--- src/rtl/mac_pkg.sv ---
// rtl/mac_pkg.sv - XGMII control characters, TX encoder state codes and keep helper
package mac_pkg;

    localparam logic [7:0] XGMII_IDLE  = 8'h07;
    localparam logic [7:0] XGMII_START = 8'hFB;
    localparam logic [7:0] XGMII_TERM  = 8'hFD;
    localparam logic [7:0] XGMII_ERROR = 8'hFE;
    localparam logic [7:0] XGMII_PRE   = 8'h55;
    localparam logic [7:0] XGMII_SFD   = 8'hD5;

    localparam logic [2:0] ST_IDLE = 3'd0;
    localparam logic [2:0] ST_PRE  = 3'd1;
    localparam logic [2:0] ST_DATA = 3'd2;
    localparam logic [2:0] ST_TERM = 3'd3;
    localparam logic [2:0] ST_DROP = 3'd4;
    localparam logic [2:0] ST_IPG  = 3'd5;

    // Number of leading ones from bit 7; a non-contiguous keep stops at the first hole.
    function automatic logic [3:0] keep_count(input logic [7:0] keep);
        logic [3:0] n;
        logic       run;
        n   = 4'd0;
        run = 1'b1;
        for (int i = 7; i >= 0; i--) begin
            if (run && keep[i]) begin
                n = n + 4'd1;
            end else begin
                run = 1'b0;
            end
        end
        return n;
    endfunction

endpackage

--- src/rtl/crc32_d64.sv ---
// rtl/crc32_d64.sv - reflected CRC-32 step over the first nbytes_i bytes (byte 7 first)
module crc32_d64 (
    input  logic [31:0] crc_i,
    input  logic [63:0] data_i,
    input  logic [3:0]  nbytes_i,
    output logic [31:0] crc_o
);

    logic [31:0] c;
    logic        fb;

    always_comb begin
        c  = crc_i;
        fb = 1'b0;
        for (int b = 0; b < 8; b++) begin
            for (int i = 0; i < 8; i++) begin
                if (b < int'(nbytes_i)) begin
                    fb = c[0] ^ data_i[56 - 8*b + i];
                    c  = {1'b0, c[31:1]} ^ (fb ? 32'hEDB8_8320 : 32'h0);
                end
            end
        end
    end

    assign crc_o = c;

endmodule

--- src/rtl/xgmii_tx_encoder.sv ---
// rtl/xgmii_tx_encoder.sv - AXI-stream to XGMII TX framing; XGMII_TX_FCS_EN appends CRC-32 FCS
module xgmii_tx_encoder
    import mac_pkg::*;
#(
    parameter int MIN_IPG_BYTES = 12
) (
    input  logic        i_xgmii_clk,
    input  logic        i_xgmii_rst,
    input  logic [63:0] s_axis_tdata,
    input  logic [7:0]  s_axis_tkeep,
    input  logic        s_axis_tlast,
    input  logic        s_axis_tvalid,
    output logic        s_axis_tready,
    output logic [63:0] o_xgmii_txd,
    output logic [7:0]  o_xgmii_txc,
    output logic        o_tx_underrun
);

    logic [2:0]   state_q, state_d;
    logic [63:0]  txd_q, txd_d, hold_txd_q, hold_txd_d;
    logic [7:0]   txc_q, txc_d, hold_txc_q, hold_txc_d;
    logic         tready_q, tready_d, undr_q, undr_d, drop_q, drop_d;
    logic [2:0]   ipg_q, ipg_d;
    logic [3:0]   last_k;
    logic [31:0]  fcs, fcs_sh;
    logic [127:0] dpad, tail_d;
    logic [15:0]  tail_c;

    function automatic logic [2:0] ipg_cycles(input int idle_bytes);
        int d;
        d = MIN_IPG_BYTES - idle_bytes;
        return (d <= 0) ? 3'd0 : 3'((d + 7) / 8);
    endfunction

    assign last_k = keep_count(s_axis_tkeep);
    assign dpad   = {s_axis_tdata, 64'h0};

`ifdef XGMII_TX_FCS_EN
    localparam int FCS_BYTES = 4;
    logic [31:0] crc_q, crc_next;

    crc32_d64 u_crc (
        .crc_i    (crc_q),
        .data_i   (s_axis_tdata),
        .nbytes_i (s_axis_tlast ? last_k : 4'd8),
        .crc_o    (crc_next)
    );
    assign fcs = ~crc_next;

    always_ff @(posedge i_xgmii_clk or posedge i_xgmii_rst) begin
        if (i_xgmii_rst) begin
            crc_q <= '1;
        end else if (state_q == ST_PRE) begin
            crc_q <= '1;
        end else if (s_axis_tvalid && tready_q) begin
            crc_q <= crc_next;
        end
    end
`else
    localparam int FCS_BYTES = 0;
    assign fcs = 32'h0;
`endif

    // Last beat as a 16-lane wire-order tail: data, FCS, FD, then idles.
    always_comb begin
        int k;
        k      = int'(last_k);
        tail_d = '0;
        tail_c = '0;
        fcs_sh = '0;
        for (int j = 0; j < 16; j++) begin
            if (j < k) begin
                tail_d[127-8*j -: 8] = dpad[127-8*j -: 8];
            end else if (j < k + FCS_BYTES) begin
                fcs_sh = fcs >> (8 * (j - k));
                tail_d[127-8*j -: 8] = fcs_sh[7:0];
            end else if (j == k + FCS_BYTES) begin
                tail_d[127-8*j -: 8] = XGMII_TERM;
                tail_c[15-j]         = 1'b1;
            end else begin
                tail_d[127-8*j -: 8] = XGMII_IDLE;
                tail_c[15-j]         = 1'b1;
            end
        end
    end

    always_comb begin
        int len;
        len        = int'(last_k) + FCS_BYTES + 1;
        state_d    = state_q;
        txd_d      = {8{XGMII_IDLE}};
        txc_d      = 8'hFF;
        hold_txd_d = hold_txd_q;
        hold_txc_d = hold_txc_q;
        ipg_d      = ipg_q;
        drop_d     = drop_q;
        undr_d     = 1'b0;
        case (state_q)
            ST_IDLE: if (s_axis_tvalid) state_d = ST_PRE;
            ST_PRE: begin
                txd_d   = {XGMII_START, {6{XGMII_PRE}}, XGMII_SFD};
                txc_d   = 8'h80;
                state_d = ST_DATA;
            end
            ST_DATA: begin
                if (!s_axis_tvalid) begin
                    txd_d      = {8{XGMII_ERROR}};
                    undr_d     = 1'b1;
                    hold_txd_d = {XGMII_TERM, {7{XGMII_IDLE}}};
                    hold_txc_d = 8'hFF;
                    drop_d     = 1'b1;
                    ipg_d      = ipg_cycles(7);
                    state_d    = ST_TERM;
                end else if (!s_axis_tlast) begin
                    txd_d = s_axis_tdata;
                    txc_d = 8'h00;
                end else begin
                    txd_d      = tail_d[127:64];
                    txc_d      = tail_c[15:8];
                    hold_txd_d = tail_d[63:0];
                    hold_txc_d = tail_c[7:0];
                    drop_d     = 1'b0;
                    if (len <= 8) begin
                        ipg_d   = ipg_cycles(8 - len);
                        state_d = ST_IPG;
                    end else begin
                        ipg_d   = ipg_cycles(16 - len);
                        state_d = ST_TERM;
                    end
                end
            end
            ST_TERM: begin
                txd_d   = hold_txd_q;
                txc_d   = hold_txc_q;
                state_d = drop_q ? ST_DROP : ST_IPG;
            end
            ST_DROP: if (s_axis_tvalid && s_axis_tlast) state_d = ST_IPG;
            ST_IPG: begin
                // A waiting frame skips IDLE so the gap is not stretched by a word.
                if (ipg_q <= 3'd1) begin
                    state_d = s_axis_tvalid ? ST_PRE : ST_IDLE;
                end else begin
                    ipg_d = ipg_q - 3'd1;
                end
            end
            default: state_d = ST_IDLE;
        endcase
    end

    assign tready_d = (state_d == ST_DATA) || (state_d == ST_DROP);

    always_ff @(posedge i_xgmii_clk or posedge i_xgmii_rst) begin
        if (i_xgmii_rst) begin
            state_q    <= ST_IDLE;
            txd_q      <= {8{XGMII_IDLE}};
            txc_q      <= 8'hFF;
            tready_q   <= 1'b0;
            undr_q     <= 1'b0;
            ipg_q      <= 3'd0;
            drop_q     <= 1'b0;
            hold_txd_q <= '0;
            hold_txc_q <= '0;
        end else begin
            state_q    <= state_d;
            txd_q      <= txd_d;
            txc_q      <= txc_d;
            tready_q   <= tready_d;
            undr_q     <= undr_d;
            ipg_q      <= ipg_d;
            drop_q     <= drop_d;
            hold_txd_q <= hold_txd_d;
            hold_txc_q <= hold_txc_d;
        end
    end

    assign s_axis_tready = tready_q;
    assign o_xgmii_txd   = txd_q;
    assign o_xgmii_txc   = txc_q;
    assign o_tx_underrun = undr_q;

endmodule

--- config.mk ---
export PLATFORM = sky130hd
export DESIGN_NAME = xgmii_tx_encoder
export DESIGN_NICKNAME = d
export VERILOG_FILES = /design/src/rtl/mac_pkg.sv /design/src/rtl/crc32_d64.sv /design/src/rtl/xgmii_tx_encoder.sv
export SDC_FILE = /design/constraint.sdc
export NUM_CORES = 1
export LEC_CHECK = 0
export BUFFER_PORTS_ARGS = -buffer_cell sky130_fd_sc_hd__clkbuf_2
export CAP_MARGIN = 40
export CORE_MARGIN = 5
export CORE_UTILIZATION = 50
export DETAILED_ROUTE_END_ITERATION = 8
export PLACE_DENSITY = 0.82
export SLEW_MARGIN = 20
export SYNTH_ARGS = -nofsm -noshare
export SYNTH_HDL_FRONTEND = slang
export SYNTH_HIERARCHICAL = 1
export SYNTH_SLANG_ARGS = --single-unit
--- constraint.sdc ---
create_clock -name i_xgmii_clk -period 3.7 [get_ports i_xgmii_clk]
set_input_delay 0.74 -clock i_xgmii_clk [delete_from_list [all_inputs] [get_ports i_xgmii_clk]]
set_output_delay 0.74 -clock i_xgmii_clk [all_outputs]
set_load 0.005 [all_outputs]
### Yosys cells after proc, flatten, opt, wreduce, memory -nomap -nowiden

Cells that the tools add are included.

* bits in registers: 153
* input port bits: 76
* output and inout bits: 74
* word-level logic and storage cells: 184

* add/sub/neg operators: 18
* $lt $le $gt $ge: 20
* equal/unequal tests: 25
* shift-type cells: 1
* multiplexer cells: 93
* bitwise gates (word level): 2
* reduce and logical (&&, ||, !) cells: 16

Operators with widths (count)
* two-way mux 8 bit: 36
* two-way mux 64 bit: 4
* one-hot mux 64 bit (3 select lines): 1
* two-way mux 3 bit: 12
* == test 4 bit, first input constant: 8
* zero test 32 bit: 1
* less-than comparator 4 bit, first input constant: 8
* right shift 1 x 32 -> 8 bit, first input constant: 1
* two-way mux 1 bit: 30
* adder 4 x 1 -> 4 bit, second input constant: 6
* two-way mux 4 bit: 6
* one-hot mux 8 bit (3 select lines): 1
* one-hot mux 3 bit (6 select lines): 1
* adder 7 x 4 -> 8 bit, second input constant: 2
* == test 3 x 4 -> 1 bit, first input constant: 4
* less-than comparator 3 x 4 -> 1 bit, first input constant: 4
* less-or-equal comparator 7 x 1 -> 1 bit, second input constant: 2
* subtractor 5 x 6 -> 7 bit, first input constant: 2
* == test 3 x 2 -> 1 bit, second input constant: 3
* == test 3 bit, second input constant: 3
* == test 2 x 4 -> 1 bit, first input constant: 2
* logical AND 1 bit: 8
* less-than comparator 1 x 4 -> 1 bit, first input constant: 2
* less-than comparator 2 x 4 -> 1 bit, first input constant: 2
* other kinds (22): 26

### Depth between registers and ports, before layout

* depth after elaboration: 27
* gate-level depth with buffers: 30
* gate-level depth less buffers: 29

### Worst setup path before layout

No wires, ideal clock.

* path type: input to register
* from: input port s_axis_tkeep[7]
* to: register txd_q[49], in the netlist o_xgmii_txd[49]
* setup time: 88 ps
* data arrival time: 5859 ps
* data required time: 3612 ps
* path slack: -2246 ps
* cell stages on the path: 29
* path buffers: 1
* path through: nor2b_1 -> ha_1 -> o21a_1 -> ha_1 -> a21oi_1 -> nor2_1 -> ha_1 -> mux2_2 -> ha_1 -> mux2i_1 -> a21oi_1 -> nor2_1 -> nor2_1 -> ha_1 -> and3b_1 -> o2111ai_2 -> a21o_1 -> a211o_1 -> a21oi_2 -> xnor2_2 -> inv_2 -> ha_1 -> and2_1 -> clkbuf_1 -> and2_1 -> nand2_1 -> o21ai_1 -> a22oi_1 -> or3_1

* longest elaborated chain between the ends: 21

RTL lines
* from (decl): line xgmii_tx_encoder.sv:10 `input logic [7:0] s_axis_tkeep,`
* two-way mux 1 bit: line mac_pkg.sv:25 `if (run && keep[i]) begin`
* adder 1 x 1 -> 2 bit or logical AND 1 bit (tied branches): line mac_pkg.sv:26, mac_pkg.sv:25
* two-way mux 2 bit or two-way mux 1 bit (tied branches): line mac_pkg.sv:25
* adder 4 x 1 -> 4 bit or logical AND 1 bit (tied branches): line mac_pkg.sv:26, mac_pkg.sv:25
* two-way mux 4 bit or two-way mux 1 bit (tied branches): line mac_pkg.sv:25
* adder 4 x 1 -> 4 bit or logical AND 1 bit (tied branches): line mac_pkg.sv:26, mac_pkg.sv:25
* two-way mux 4 bit or two-way mux 1 bit (tied branches): line mac_pkg.sv:25
* adder 4 x 1 -> 4 bit or logical AND 1 bit (tied branches): line mac_pkg.sv:26, mac_pkg.sv:25
* [... 5 more ...]
* adder 4 x 1 -> 4 bit or logical AND 1 bit (tied branches): line mac_pkg.sv:26, mac_pkg.sv:25
* two-way mux 4 bit *: line mac_pkg.sv:25
* branches (longest 2 deep; another with less-than comparator 1 x 4 -> 1 bit)
* two-way mux 8 bit *: line xgmii_tx_encoder.sv:72 `if (j < k) begin`
* two-way mux 64 bit *: line xgmii_tx_encoder.sv:114 `end else if (!s_axis_tlast) begin`
* two-way mux 64 bit *: line xgmii_tx_encoder.sv:106 `if (!s_axis_tvalid) begin`
* one-hot mux 64 bit (3 select lines) *: line xgmii_tx_encoder.sv:98 `case (state_q)`
* via txd_d[49]: line xgmii_tx_encoder.sv:20 `logic [63:0] txd_q, txd_d, hold_txd_q, hold_txd_d;`
* to (signal assigned): line xgmii_tx_encoder.sv:155 `txd_q <= {8{XGMII_IDLE}};`
* to (signal assigned): line xgmii_tx_encoder.sv:165 `txd_q <= txd_d;`
* to (decl): line xgmii_tx_encoder.sv:20

Mark *: on every way through the listed nets, which the timed path passes.
A chain may end at the register's enable or synchronous reset.

### Final worst setup path

* from: input port s_axis_tkeep[7]
* to: register txd_q[58], in the netlist o_xgmii_txd[58]

* longest elaborated chain between the ends: 20

RTL lines (line)
* two-way mux 1 bit: mac_pkg.sv:25
* adder 1 x 1 -> 2 bit or logical AND 1 bit (tied branches): mac_pkg.sv:26, mac_pkg.sv:25
* two-way mux 2 bit or two-way mux 1 bit (tied branches): mac_pkg.sv:25
* adder 4 x 1 -> 4 bit or logical AND 1 bit (tied branches): mac_pkg.sv:26, mac_pkg.sv:25
* two-way mux 4 bit or two-way mux 1 bit (tied branches): mac_pkg.sv:25
* adder 4 x 1 -> 4 bit or logical AND 1 bit (tied branches): mac_pkg.sv:26, mac_pkg.sv:25
* two-way mux 4 bit or two-way mux 1 bit (tied branches): mac_pkg.sv:25
* adder 4 x 1 -> 4 bit or logical AND 1 bit (tied branches): mac_pkg.sv:26, mac_pkg.sv:25
* [... 5 more ...]
* adder 4 x 1 -> 4 bit or logical AND 1 bit (tied branches): mac_pkg.sv:26, mac_pkg.sv:25
* two-way mux 4 bit *: mac_pkg.sv:25
* less-than comparator 1 x 4 -> 1 bit *: xgmii_tx_encoder.sv:72, xgmii_tx_encoder.sv:74
* two-way mux 8 bit *: xgmii_tx_encoder.sv:72
* two-way mux 64 bit *: xgmii_tx_encoder.sv:114
* two-way mux 64 bit *: xgmii_tx_encoder.sv:106
* one-hot mux 64 bit (3 select lines) *: xgmii_tx_encoder.sv:98
* via txd_d[58]: xgmii_tx_encoder.sv:20

The timed path passes the listed nets; every way through them passes the cells marked *.

==> key figures <==
Yosys
  • Mapped cell area: 5532 um^2
  • EDFF count, synth: 0
  • Post-synthesis net count: 708
  • Register area share after synthesis: 48.22%
  • Top_reg_cell synth: dfrtp_1
  • Ys Warns: 6
  • Syn Inst Count: 612
  • Asr flop ratio synth: 100.0%
  • FF+latch count, synth: 105
  • Synth unique cells: 64
  • Avg Inst Size Synth: 9.038 um^2

Setup path
  • Crit-path max FO: 5
  • Kind of critical path: input pin to register
  • Most frequent CP cell: ha_4
  • Startpoint Class: input pin
  • Slowest-stage cell, CP: a211o_1
  • Slowest Stage Delay on Critical Path: 0.38 ns
  • Critical Path Sink Type: register
  • CP Data Required Time: 4.02 ns
  • Worst Path Arrival: 5.84 ns

Detailed routing
  • DR WL/cell: 20.84 um
  • Vias/cell: 6.106
  • DRC Markers: 0
  • DR pass1 iterations: 5
  • Met3 WL post-DR: 2.168 mm
  • Uppermost layer routed: met4
  • DRT Wirelength: 20.84 mm
  • Initial DRC Count: 739
  • Post-route antenna net violation count: 0
  • Routed vias: 6106
  • Met1 WL: 7.337 mm
  • Met2 Wirelength: 10.31 mm

Clocking
  • Worst-path clk slew: 0.10 ns
  • TritonCTS Sinks: 105
  • Clock root cell: clkbuf_8
  • CTS tree: done
  • Hold_buf cts: 0
  • Clk_lat worst skew: 0.39 ns
  • Clock tree buffer depth: 2
  • H-Tree Depth: 3
  • CTS buffer count: 9

Timing
  • Hold_ws: 0.4135 ns
  • Peak Freq: 0.1810 GHz
  • Number of setup violations in the final report: 100
  • Slew HR: 41.92%
  • Post-layout minimum cycle time: 5.525 ns
  • Worst Clk Skew: 0.01271 ns
  • Fin Setup TNS: -157.76 ns
  • Slew @ Worst Pin: 0.8692 ns
  • PnR worst setup slack: -1.825 ns
  • RSZ-0062 raised after global routing: true
  • Max Slew Vio Count: 0
  • Final hold violation count: 0
  • Final period util: 149.3%

Run status
  • Violated checks: setup timing
  • Run status: finished with violations

Floorplanning
  • Die footprint: 13270 um^2
  • Row cnt: 38
  • Core area: 10840 um^2
  • DIE WIDTH: 115.2 um
  • Initial Util: 51.03%
  • IO Pins: 150
  • Die Y: 115.2 um

Pwr
  • Lkg Pwr: 3.826 nW
  • Sw frac: 39.39%
  • Sequential share of power: 39.6%
  • Psw: 1.746 mW
  • VDD IR-drop max: 0.3719 mV
  • Final Power: 4.433 mW
  • Clock network power share: 16.6%
  • Comb power frac: 43.8%
  • Cell Int Power: 2.686 mW
  • Pwr Density: 534.3 nW/um^2

GRT
  • Antenna violations before repair: 0
  • First-pass GRT wire length: 28.62 mm
  • Gr usage total: 27.56%
  • Vias in the first global route: 5732
  • GRT Residual Overflow: 0
  • Largest net degree at the start of global routing: 54

Placement
  • Post-Place Cells: 949
  • IO Port Bufs: 149
  • GP Congestion: 0.9424
  • Placed instance area: 7089 um^2
  • Final HPWL DP: 13.63 mm
  • Post-Place Setup Slack: -2.271 ns

Hold path
  • Min-Delay Path Class: input pin to async pin

Final layout
  • Post-Layout Inst Area: 8297 um^2
  • Finished Core Util: 76.54%
  • Share of cells above drive strength 1: 51.98%
  • Inserted Diodes: 0
  • Most common cell after layout, fill and taps aside: clkbuf_2
  • Area growth syn-to-layout: 49.99%
  • Post-Layout Cell Count: 1000
  • Commonest cells after routing, fill and taps aside: clkbuf_2 (147), buf_4 (86), nand2_1 (76), dfrtp_1 (73), nor2_1 (44)
  • Layout Nets: 951

Flow run
  • Maxcap violations: 0
## path summary, 6_finish.rpt
| kind | endpoint | slack [ns] | depth (start not counted) | start |
|---|---|---|---|---|
| setup / recovery | o_xgmii_txd[58]$_DFF_PP1_ | -1.83 | 29 | s_axis_tkeep[7] |
| hold / removal | o_xgmii_txd[47]$_DFF_PP0_ | 0.41 | 2 | i_xgmii_rst |
| setup reg to reg | o_xgmii_txc[1]$_DFF_PP1_ | 0.76 | 5 | state_q[0]$_DFF_PP0_ |
| hold reg to reg | ipg_q[0]$_DFFE_PP0P_ | 0.53 | 1 | ipg_q[0]$_DFFE_PP0P_ |
| max in group asynchronous | o_xgmii_txd[34]$_DFF_PP1_ | 2.36 | 3 | i_xgmii_rst |
| min in group i_xgmii_clk | ipg_q[0]$_DFFE_PP0P_ | 0.53 | 1 | ipg_q[0]$_DFFE_PP0P_ |
## cell usage after synthesis, types with 7 or more instances
cell type	n	area [um^2]
o21ai_0	42	210.2
nand3_1	16	80.08
o32ai_1	7	61.31
or2_2	7	43.79
nor2b_1	9	56.30
clkbuf_1	27	101.4
a21oi_1	62	310.3
a21o_1	11	82.58
dfstp_2	32	840.8
ha_1	20	250.2
dfrtp_1	73	1827
a22oi_1	10	75.07
nand2b_1	11	68.82
nand4_1	7	43.79
o21ai_1	11	55.05
nand2_1	100	375.4
inv_1	14	52.55
nor2_1	50	187.7
## power groups by stage
stage / Sequential, mW / Clock [mW] / Combinational, mW
global route: 1.78 / 0.777 / 2.07
CTS: 1.74 / 0.730 / 1.72
global placement: 1.75 / 0 / 1.58
detailed placement: 1.76 / 0 / 1.63
finish: 1.76 / 0.737 / 1.94
floorplan: 1.73 / 0 / 0.930
## sequential cells by signal, indices dropped and copies added, names as in the netlist
name,count
o_xgmii_txd,64
hold_txd_q,24
o_xgmii_txc,8
ipg_q,3
state_q,3
drop_q,1
o_tx_underrun,1
s_axis_tready,1
## routing by layer
| metal | track usage [%] | vias up |
|---|---|---|
| met3 | 5.421 | 101 |
| met4 | 13.46 | 0 |
| met1 | 33.88 | 2934 |
| met2 | 46.41 | 440 |
| met5 | 0 | - |
| li1 | - | 2631 |
## layout make-up
class,instances,area (um^2)
multi-input cells,450,3363
well taps,140,175.2
fillers,655,2544
inverters,19,76.32
clock buffers,12,145.1
repair buffers,270,1818
flip-flops and latches,105,2668
clock inverters,4,51.30
## worst max-delay path, delay by kind of cell
family	cells	cell delay [ns]
and+or+nand+nor	10	1.51
adders and majority gates	6	1.40
muxes	2	0.35
buffers and inverters	2	0.22
xor gates and xnor gates	1	0.16
AOI/OAI and AO/OA	8	1.47
## timing repair
| action | 4_1_cts | 5_1_grt |
|---|---|---|
| pin swaps | 35 | 54 |
| setup endpoints to repair | 100 | 100 |
| buffers inserted | 11 | 27 |
| gates resized for setup | 83 | 110 |
## cells by family (layout without fill, tap and decap cells)
family / after synthesis / count (layout) / share of synthesized area, %
AND/OR/NAND/NOR: 225 / 225 / 18.53
AO/OA/AOI/OAI: 190 / 190 / 21.58
flip-flops: 105 / 105 / 48.22
buffers and inverters: 57 / 305 / 4.139
adder cells (fa/ha/maj): 20 / 20 / 4.524
multiplexers: 8 / 8 / 1.493
XOR/XNOR: 7 / 7 / 1.515
No activity file was read; power rests on OpenSTA's default activity.
